===== src/rtl/instr_sequencer.sv =====
// Fetch-decode-execute control sequencer for the 8-bit accumulator datapath.
// Optional SINGLE_STEP_EN build adds a step input and a PAUSE state between instructions.
module instr_sequencer #(
   parameter int OPC_W    = 4,
   parameter int WAIT_MAX = 15
) (
   input  logic             clk,
   input  logic             reset,
   input  logic             start,
   input  logic             mem_ready,
   input  logic [OPC_W-1:0] ir_opcode,
   input  logic             zero_flag,
`ifdef SINGLE_STEP_EN
   input  logic             step,
`endif
   output logic             PC_in,
   output logic             PC_out,
   output logic             inc_PC,
   output logic             IR_in,
   output logic             IR_out,
   output logic             MAR_in,
   output logic             MAR_mramout,
   output logic             data_in,
   output logic             data_out,
   output logic             dram_in,
   output logic             dram_out,
   output logic             Y_in,
   output logic             Z_out,
   output logic             en,
   output logic             we,
   output logic [1:0]       alu_op,
   output logic             busy,
   output logic             halted,
   output logic             bus_err
);

   localparam logic [OPC_W-1:0] OP_NOP = OPC_W'(4'h0);
   localparam logic [OPC_W-1:0] OP_LDA = OPC_W'(4'h1);
   localparam logic [OPC_W-1:0] OP_STA = OPC_W'(4'h2);
   localparam logic [OPC_W-1:0] OP_ADD = OPC_W'(4'h3);
   localparam logic [OPC_W-1:0] OP_SUB = OPC_W'(4'h4);
   localparam logic [OPC_W-1:0] OP_JMP = OPC_W'(4'h5);
   localparam logic [OPC_W-1:0] OP_JZ  = OPC_W'(4'h6);
   localparam logic [OPC_W-1:0] OP_HLT = OPC_W'(4'hF);
   localparam logic [7:0]       WAIT_LAST = 8'(WAIT_MAX - 1);

   typedef enum logic [3:0] {
      IDLE, GET, FETCH, INC, DECODE, ADDR, MEM, ALU, JUMP, HALT, ERR, PAUSE
   } state_t;

   state_t     state, nxt;
   state_t     after_instr;
   logic [7:0] wait_cnt;
   logic       mem_state;

`ifdef SINGLE_STEP_EN
   assign after_instr = PAUSE;
`else
   assign after_instr = GET;
`endif

   assign mem_state = (state == FETCH) || (state == MEM);

   always_ff @(posedge clk or negedge reset) begin
      if (!reset) begin
         state    <= IDLE;
         wait_cnt <= '0;
      end else begin
         state <= nxt;
         if ((nxt == FETCH || nxt == MEM) && nxt != state)
            wait_cnt <= '0;
         else if (mem_state && !mem_ready)
            wait_cnt <= wait_cnt + 8'd1;
      end
   end

   always_comb begin
      nxt = state;
      case (state)
         IDLE:   if (start) nxt = GET;
         GET:    nxt = FETCH;
         FETCH: begin
            if (mem_ready)                   nxt = INC;
            else if (wait_cnt == WAIT_LAST)  nxt = ERR;
         end
         INC:    nxt = DECODE;
         DECODE: begin
            case (ir_opcode)
               OP_NOP:                         nxt = after_instr;
               OP_HLT:                         nxt = HALT;
               OP_JMP:                         nxt = JUMP;
               OP_JZ:                          nxt = zero_flag ? JUMP : after_instr;
               OP_LDA, OP_STA, OP_ADD, OP_SUB: nxt = ADDR;
               default:                        nxt = ERR;
            endcase
         end
         ADDR:   nxt = MEM;
         MEM: begin
            if (mem_ready)
               nxt = (ir_opcode == OP_ADD || ir_opcode == OP_SUB) ? ALU : after_instr;
            else if (wait_cnt == WAIT_LAST)
               nxt = ERR;
         end
         ALU:    nxt = after_instr;
         JUMP:   nxt = after_instr;
         HALT:   if (start) nxt = GET;
         ERR:    nxt = ERR;
`ifdef SINGLE_STEP_EN
         PAUSE:  if (step) nxt = GET;
`endif
         default: nxt = IDLE;
      endcase
   end

   always_comb begin
      PC_in       = 1'b0;
      PC_out      = 1'b0;
      inc_PC      = 1'b0;
      IR_in       = 1'b0;
      IR_out      = 1'b0;
      MAR_in      = 1'b0;
      MAR_mramout = 1'b0;
      data_in     = 1'b0;
      data_out    = 1'b0;
      dram_in     = 1'b0;
      dram_out    = 1'b0;
      Y_in        = 1'b0;
      Z_out       = 1'b0;
      en          = 1'b0;
      we          = 1'b0;
      alu_op      = 2'b00;
      busy        = !(state inside {IDLE, HALT, ERR, PAUSE});
      halted      = (state == HALT);
      bus_err     = (state == ERR);
      case (state)
         GET: begin
            PC_out = 1'b1;
            MAR_in = 1'b1;
         end
         FETCH: begin
            MAR_mramout = 1'b1;
            en          = 1'b1;
            dram_out    = 1'b1;
            IR_in       = mem_ready;
         end
         INC:  inc_PC = 1'b1;
         ADDR: begin
            IR_out = 1'b1;
            MAR_in = 1'b1;
         end
         MEM: begin
            MAR_mramout = 1'b1;
            en          = 1'b1;
            case (ir_opcode)
               OP_LDA: begin
                  dram_out = 1'b1;
                  data_in  = mem_ready;
               end
               OP_STA: begin
                  data_out = 1'b1;
                  dram_in  = 1'b1;
                  we       = 1'b1;
               end
               OP_ADD, OP_SUB: begin
                  dram_out = 1'b1;
                  Y_in     = mem_ready;
               end
               default: ;
            endcase
         end
         ALU: begin
            alu_op  = (ir_opcode == OP_SUB) ? 2'b10 : 2'b01;
            Z_out   = 1'b1;
            data_in = 1'b1;
         end
         JUMP: begin
            IR_out = 1'b1;
            PC_in  = 1'b1;
         end
         default: ;
      endcase
   end

endmodule

===== config.mk =====
export PLATFORM = sky130hd
export DESIGN_NAME = instr_sequencer
export DESIGN_NICKNAME = d
export VERILOG_FILES = /design/src/rtl/instr_sequencer.sv
export SDC_FILE = /design/constraint.sdc
export NUM_CORES = 1
export LEC_CHECK = 0
export CORE_UTILIZATION = 45
export DETAILED_ROUTE_END_ITERATION = 10
export PLACE_DENSITY = 0.77
export SETUP_SLACK_MARGIN = 0.2
export SYNTH_ARGS = -nofsm -noshare
export SYNTH_HDL_FRONTEND = slang
export SYNTH_SLANG_ARGS = --single-unit
export TNS_END_PERCENT = 20

===== constraint.sdc =====
create_clock -name clk -period 5.1 [get_ports clk]
set_clock_uncertainty 0.2 [all_clocks]
set_input_delay 1.02 -clock clk [delete_from_list [all_inputs] [get_ports clk]]
set_output_delay 1.02 -clock clk [all_outputs]
set_load 0.03 [all_outputs]

Word-level counts from Yosys, hierarchy flattened. Cells that the tools add are included.

Flip-flop bits (word level): 12.

Add/subtract/negate cells: 1. Equal/unequal tests: 22. Multiplexer cells: 28. Reductions and logical operators: 19.

Operators with widths (count): one-hot mux 4 bit (9 select lines) (1); == test 4 x 3 -> 1 bit, second input constant (8); == test 4 x 2 -> 1 bit, second input constant (5); == test 4 bit, second input constant (5); 2-to-1 mux 4 bit (5); one-hot mux 4 bit (5 select lines) (1); 2-to-1 mux 8 bit (2); 2-to-1 mux 1 bit (14); OR reduction 2 bit (6); adder 8 x 1 -> 8 bit, second input constant (1); == test 4 x 1 -> 1 bit, second input constant (2); == test 8 x 4 -> 1 bit, second input constant (1); zero test 4 bit (2); 2-to-1 mux 2 bit (2); inequality test 4 bit (1); one-hot mux 1 bit (2 select lines) (2); nonzero test 4 bit (1); OR reduction 4 bit (1); logical OR 1 bit (3); 2-to-1 mux 3 bit (1); OR reduction 3 bit (1); logical AND 1 bit (2); zero test 1 bit (2); nonzero test 2 bit (1).

Depth between registers and ports, before layout. Gate-level depths: netlist of run 1.

Depth in word-level cells: 9. Mapped depth: 5. Depth with buffers taken out: 5.

Least setup slack after synthesis of run 1. Ideal clock, no wire load.

Kind: input -> output. Start point: in ir_opcode[3]. End point: out data_in. Arrival: 2.399 ns. Slack: 1.481 ns. Cell stages on the path: 2. Path buffers: 0. Cell sequence: or4b_2 > o21ai_0.

Word-level cells in the longest chain between the ends: 3.

RTL lines: from (decl) (line 11) `input logic [OPC_W-1:0] ir_opcode,`; == test 4 x 1 -> 1 bit (line 154) `case (ir_opcode)`; 2-to-1 mux 1 bit (line 154); one-hot mux 1 bit (2 select lines) (line 135) `case (state)`; to (decl) (line 23) `output logic data_in,`.

No other way between the ends.

Worst setup path after layout of run 1.
Start point: in ir_opcode[2]. End point: out dram_out.

Word-level cells in the longest chain between the ends: 4.

RTL lines: == test 4 x 2 -> 1 bit, or another cell as far along (line 154); OR reduction 3 bit (no source line) (*); 2-to-1 mux 1 bit (*) (line 154); one-hot mux 1 bit (2 select lines) (*) (line 135); to (decl) (line 26) `output logic dram_out,`.

Mark *: on every way between the ends. The rest lies on a longest branch, timed or not.

==> impl_metrics.tcl, run 1 <==
set metrics [dict create \
    critPathRequiredTime_ns 3.88 \
    grt_max_degree 18 \
    yosysWarnings 0 \
    max_freq_ghz 0.220 \
    ctsHoldBuffers 0 \
    fillCellCount 182 \
    crit_start "ir_opcode[2]" \
    p_per_area_mw_per_mm2 477 \
    endpoint_kind "output pin" \
    critPathLaunchType "input port" \
    synth.avg_cell_area_um2 7.89 \
    ys.flop_type "dfrtp_1" \
    initial_utilization 0.493 \
    total_power_w 0.000611 \
    synth_cell_types 38 \
    worstHoldPathType "reg2reg" \
    hp-start "wait_cnt[4]$_DFFE_PN0P_" \
    status "completed" \
    tns_ns 0 \
    syn_nets 136 \
    drtIter0Drc 32 \
    drtAntennaViolNets 0 \
    rsz0062_at_grt "no" \
    dr.pass1.iters 4 \
    clkLatencyLatePin_ns 0.27 \
    grt_pass1_wl_mm 4.31 \
    synth_top_area_cell "dfrtp_1" \
    numCtsBuffers 3 \
    drc_errors 0 \
    cts_resized 0 \
    antenna_found_initial 0 \
    critical_path.max_fanout 9 \
    grt_pass1_vias 948 \
    async_reset_ff_frac 1.00 \
    syn_to_final_growth_pct 29.8 \
    setup_viol 0 \
    power.leakage_nw 0.520 \
    timing_hold_violations_final 0 \
    synth-seq-area-share 0.305 \
    nets 161 \
    grt_usage 0.235 \
    fp.dieArea_mm2 0.00238 \
    period_share 0.890 \
    maxSlewViolCount 0 \
    cts_sinks 12 \
    core_mm2 0.00200 \
    cp.arrival_ns 3.32 \
    netlist_top_cells_area "dfrtp_1, nor2_1, inv_1" \
    num_rows 16 \
    fp.dieW_um 48.8 \
    dp_hpwl_mm 1.83 \
    routabilityCongestion 0.818 \
    yosysTopAreaCellShare 0.305 \
    vias_per_cell 5.85 \
    pin_count 29 \
    htree_levels 1 \
    io_buffers 28 \
    max-vdd-ir-drop_mv 0.330 \
    vias 1023 \
    antenna_cells 0 \
    seq_area_um2 300 \
    synth-edff-count 0 \
    ys_ff_latch 12 \
    postCtsSetupRepairBufs 0 \
    clockBufferDepth 2 \
    min_period_ns 4.54 \
    worst_pin_slew_ns 0.800 \
    die_h_um 48.8 \
    multi_input_area_um2 606 \
    grt-ovfl-total 0 \
    synth_common_cells "dfrtp_1, nor2_1, inv_1, nand2_1" \
    worstReg2RegStart "state[0]$_DFF_PN0_" \
    cts_tree "yes" \
    syn_area_um2 986 \
    clkTransAtPathRegs_ns 0.07 \
    synth_cells 125 \
    slew_headroom 0.459 \
    drt-total-wl_mm 2.55 \
    maxCapViolCount 0 \
    path_class "in2out" \
    wl_per_cell_um 14.6 \
    drive_gt1_frac 0.0473 \
    root_buffer "clkbuf_4" \
]
## layout make-up
cell class,count,area share
multi-input combinational,95,0.473
inverter,10,0.0293
clock buffer,3,0.0176
tap,27,0.0264
timing repair buffer,28,0.219
sequential,12,0.235
## kinds of logic after synthesis
kind of cell | synth area share
AOI/OAI and AO/OA | 0.143
buffers and inverters | 0.0812
DFF | 0.305
adders and majority gates | 0.0254
xor gates and xnor gates | 0.0355
and+or+nand+nor | 0.368
muxes | 0.0419
## worst paths after layout
check / end / slack (ns) / depth (start not counted)
worst max-delay path: dram_out / 0.56 / 5
worst min-delay path: wait_cnt[4]$_DFFE_PN0P_ / 0.34 / 1
worst max register to register: wait_cnt[5]$_DFFE_PN0P_ / 2.86 / 3
worst min register to register: wait_cnt[4]$_DFFE_PN0P_ / 0.34 / 1
max in group asynchronous: wait_cnt[0]$_DFFE_PN0P_ / 3.43 / 1
min in group asynchronous: wait_cnt[6]$_DFFE_PN0P_ / 0.90 / 1
## registers in the layout (all words and copies together) (netlist names)
signal	count
state	4
wait_cnt	8
## routing by layer
metal | vias up | global-route usage | part of all wire
met1 | 483 | 0.311 | 0.46
met3 | 4 | 0.0623 | 0.056
li1 | 497 | - | -
met4 | 0 | 0.0882 | 0.013
met2 | 39 | 0.366 | 0.47
met5 | - | 0 | 0
## worst max-delay path, cell delays in order
cell             delay, ns
clkdlybuf4s50_1       0.62
nor4b_1               0.70
nor2_1                0.08
a31oi_1               0.21
clkdlybuf4s50_1       0.69
## cells in the final DEF, fill, tap and decap left out, types with 2 or more instances in the layout
master           Yosys  routed
a21oi_1              6       6
clkbuf_4             0       3
clkdlybuf4s50_1      0      28
dfrtp_1             12      12
ha_1                 2       2
inv_1               10      10
mux2i_1              3       3
nand2_1             10      10
nand2b_1             4       4
nand3_1              4       4
nand4_1              4       4
nor2_1              12      12
nor2b_1              5       5
nor3_1               6       6
nor4_1               2       2
nor4b_1              2       2
nor4bb_1             2       2
o211ai_1             3       3
o21ai_0              5       5
o31ai_1              2       2
or3_1                3       3
or4_1                2       2
or4b_2               2       2
xnor2_1              2       2
xor2_1               2       2
## stage by stage
step	worst slack (ns)	instances	util	area (µm²)	hold WS, ns
after floorplan	1.48	125	-	986	0.286
after global routing	0.456	175	0.639	1280	0.366
after CTS	0.623	175	0.639	1280	0.344
after global placement	0.736	172	0.628	1260	0.317
final	0.562	175	0.639	1280	0.339
after detailed placement	0.636	172	0.628	1260	0.334
## power breakdown
group / switching, W / internal, W / leakage, nW / total [W]
Clock: 0.0000302 / 0.0000273 / 0.0138 / 0.0000575
Sequential: 0.0000728 / 0.000121 / 0.159 / 0.000193
Combinational: 0.000204 / 0.000156 / 0.347 / 0.000360
Total: 0.000307 / 0.000303 / 0.520 / 0.000611
No activity file was read; power rests on OpenSTA's default activity.
==> run 2: changes to the inputs <==
CAP_MARGIN = 0   (was not set)
==> results of run 2 <==
Final layout, timing and power as in run 1 (identical DEF).
==> run 3: changes to the inputs <==
ABC_AREA = 1   (was not set)
CORE_UTILIZATION = 43   (was 45)
PLACE_DENSITY = 0.75   (was 0.77)
clock period = 3.9 ns   (was 5.1 ns; I/O delays follow)
==> run 3 against run 2 <==
Final cell count increased by 31%. Global-route usage decreased by 0.79 points. Routed wire length increased by 4.3%. Design area increased by 8.8%. First-iteration DRC count increased by 25%. Synthesized area increased by 8.1%. Critical path depth increased by 3. Critical path type unchanged. Critical endpoint is now Y_in. Largest power group unchanged. Highest routed layer unchanged.
==> impl_metrics.tcl, run 3 <==
set metrics [dict create \
    final_cells 229 \
    grt-ovfl-total 0 \
    slowest_stage "clkdlybuf4s50_1" \
    drc_errors 0 \
    num_rows 17 \
    synth.avg_cell_area_um2 6.16 \
    cts_tree "yes" \
    busiest_layer "met2" \
    routabilityCongestion 0.913 \
    p_per_area_mw_per_mm2 577 \
    min_period_ns 3.64 \
    drt-total-wl_mm 2.66 \
    hp-start "wait_cnt[2]$_DFFE_PN0P_" \
    slew_headroom 0.608 \
    mostFrequentLayoutCell "nand2_1" \
    clkLatencyLatePin_ns 0.28 \
    crit_path_max_incr_delay_ns 0.66 \
    largestRegisters "wait_cnt x8, state x4" \
    drive_gt1_frac 0.0995 \
    min_to "wait_cnt[2]$_DFFE_PN0P_" \
    met3_usage 0.0351 \
    placed_area_mm2 0.00135 \
    syn_nets 184 \
    critPathRequiredTime_ns 2.92 \
    cp_top_family "buffers and inverters" \
    final_cell_mix "nand2_1, clkdlybuf4s50_1, nor2_1" \
    synth_cells 173 \
    grt_max_degree 13 \
    grt_usage 0.227 \
    ys.flop_type "dfrtp_1" \
    synth_common_cells "nand2_1, nor2_1, inv_1" \
    dp.cells 225 \
    maxCapViolCount 0 \
    drtAntennaViolNets 0 \
    worstPathCellList "clkdlybuf4s50_1, inv_1, nor2_1, nand2_1, nand2_1, nand2_1, inv_1, clkdlybuf4s50_1" \
    synth_cell_types 23 \
    synth-edff-count 0 \
    maxSlewViolCount 0 \
    hold_path_depth 2 \
    clockBufferDepth 2 \
    critPathLaunchType "input port" \
    timing_hold_violations_final 0 \
    tns_ns 0 \
    syn_to_final_growth_pct 30.6 \
    met1_usage 0.304 \
    fp.dieW_um 51.8 \
    critical_path.max_fanout 5 \
    io_buffers 28 \
    cp.buffers_inverters 4 \
    synth-seq-area-share 0.282 \
    drtIter0Drc 40 \
    numCtsBuffers 3 \
    vias_per_cell 5.12 \
    ctsHoldBuffers 0 \
    netlist_top_cells_area "dfrtp_1, nand2_1, nor2_1" \
    worstReg2RegStart "wait_cnt[0]$_DFFE_PN0P_" \
    largest_reg_flops 8 \
    grt_pass1_vias 1077 \
    synth_top_area_cell "dfrtp_1" \
    dp_hpwl_mm 2.16 \
    worst_pin_slew_ns 0.586 \
    die_h_um 51.8 \
    timing.rr.end "state[2]$_DFF_PN0_" \
    worst-r2r-cell-count 7 \
    yosysWarnings 0 \
    path_class "in2out" \
    rsz0062_at_grt "yes" \
    period_share 0.933 \
    setup_viol 0 \
    status "completed" \
    max-vdd-ir-drop_mv 0.445 \
    antenna_cells 0 \
    cts_sinks 12 \
    dr.pass1.iters 4 \
    design_area_mm2 0.00139 \
    clkTransAtPathRegs_ns 0.08 \
    root_buffer "clkbuf_4" \
    yosysMostFrequentCell "nand2_1" \
    async_reset_ff_frac 1.00 \
    ys_ff_latch 12 \
    wl_per_cell_um 11.6 \
    max_freq_ghz 0.275 \
    cp.arrival_ns 2.66 \
    grt_use_met2 0.374 \
    rrSetupSlack_ns 2.38 \
    syn_area_mm2 0.00107 \
    antenna_found_initial 0 \
    fp.dieArea_mm2 0.00268 \
    nets 213 \
    endpoint_kind "output pin" \
    power.leakage_nw 0.704 \
    crit_start "ir_opcode[2]" \
    largest-register "wait_cnt" \
    yosysTopAreaCellShare 0.282 \
    pin_count 29 \
    htree_levels 1 \
    core_mm2 0.00228 \
    grt_pass1_wl_mm 4.53 \
    vias 1173 \
    cp_common_cell "nand2_1" \
    initial_utilization 0.468 \
    holdWs_ns 0.344 \
    worstHoldPathType "reg2reg" \
]
## run 3: cell count changes after synthesis, sizes merged, moves of 5 or more
cell and change:
o21ai +5, nor2 +18, nor2b -5, nand2 +43
inv +17, nand3 +14
## run 3: cell type report
class                      count  area [µm²]
fill                         220         883
multi-input combinational    130         632
sequential                    12         300
timing repair buffer          28         283
inverter                      27         106
clock buffer                   4        36.3
tap                           28        35.0
## run 3: what timing repair did
action                     CTS  global route
resized for setup            0             1
setup endpoints to repair    0             3
buffers inserted             0             0
hold endpoints to repair     0             0
## run 3: power by group
part / internal, W / switching (W) / leakage [nW] / total, W
clock network: 0.0000568 / 0.0000471 / 0.0210 / 0.000104
registers: 0.000150 / 0.0000402 / 0.162 / 0.000191
logic: 0.000176 / 0.000332 / 0.522 / 0.000509
total: 0.000384 / 0.000419 / 0.704 / 0.000803
## run 3: worst min-delay path, cell delays in order (launching register included)
cell     delay, ns
dfrtp_1       0.40
nand2_1       0.07
nand2_1       0.05
## run 3: through the flow
stage	total power, W	utilization	worst slack, ns
final	0.000803	0.612	0.260
after global routing	0.000863	0.612	0.0815
after CTS	0.000806	0.611	0.246
after detailed placement	0.000701	0.595	0.247
after global placement	0.000704	0.595	0.320
after floorplan	0.000540	-	0.862
## run 3: kinds of logic (layout without fill, tap and decap cells)
family	after synthesis	after routing	synth area share
buf+inv	31	59	0.126
compound gates	14	14	0.0669
flops	12	12	0.282
xor+xnor	1	1	0.00822
fa+ha+maj	2	2	0.0235
simple gates	113	113	0.494
## run 3: layer usage
layer | wire length (µm) | up-vias
li1 | - | 604
met1 | 1210 | 525
met2 | 1320 | 40
met3 | 114 | 4
met4 | 21 | 0
met5 | 0 | -
## run 3: worst max-delay path by stage
stage	endpoint	depth (start not counted)
after floorplan	dram_in	4
after global routing	Y_in	8
after CTS	dram_out	8
after detailed placement	dram_out	8
final	Y_in	8
after global placement	dram_out	8
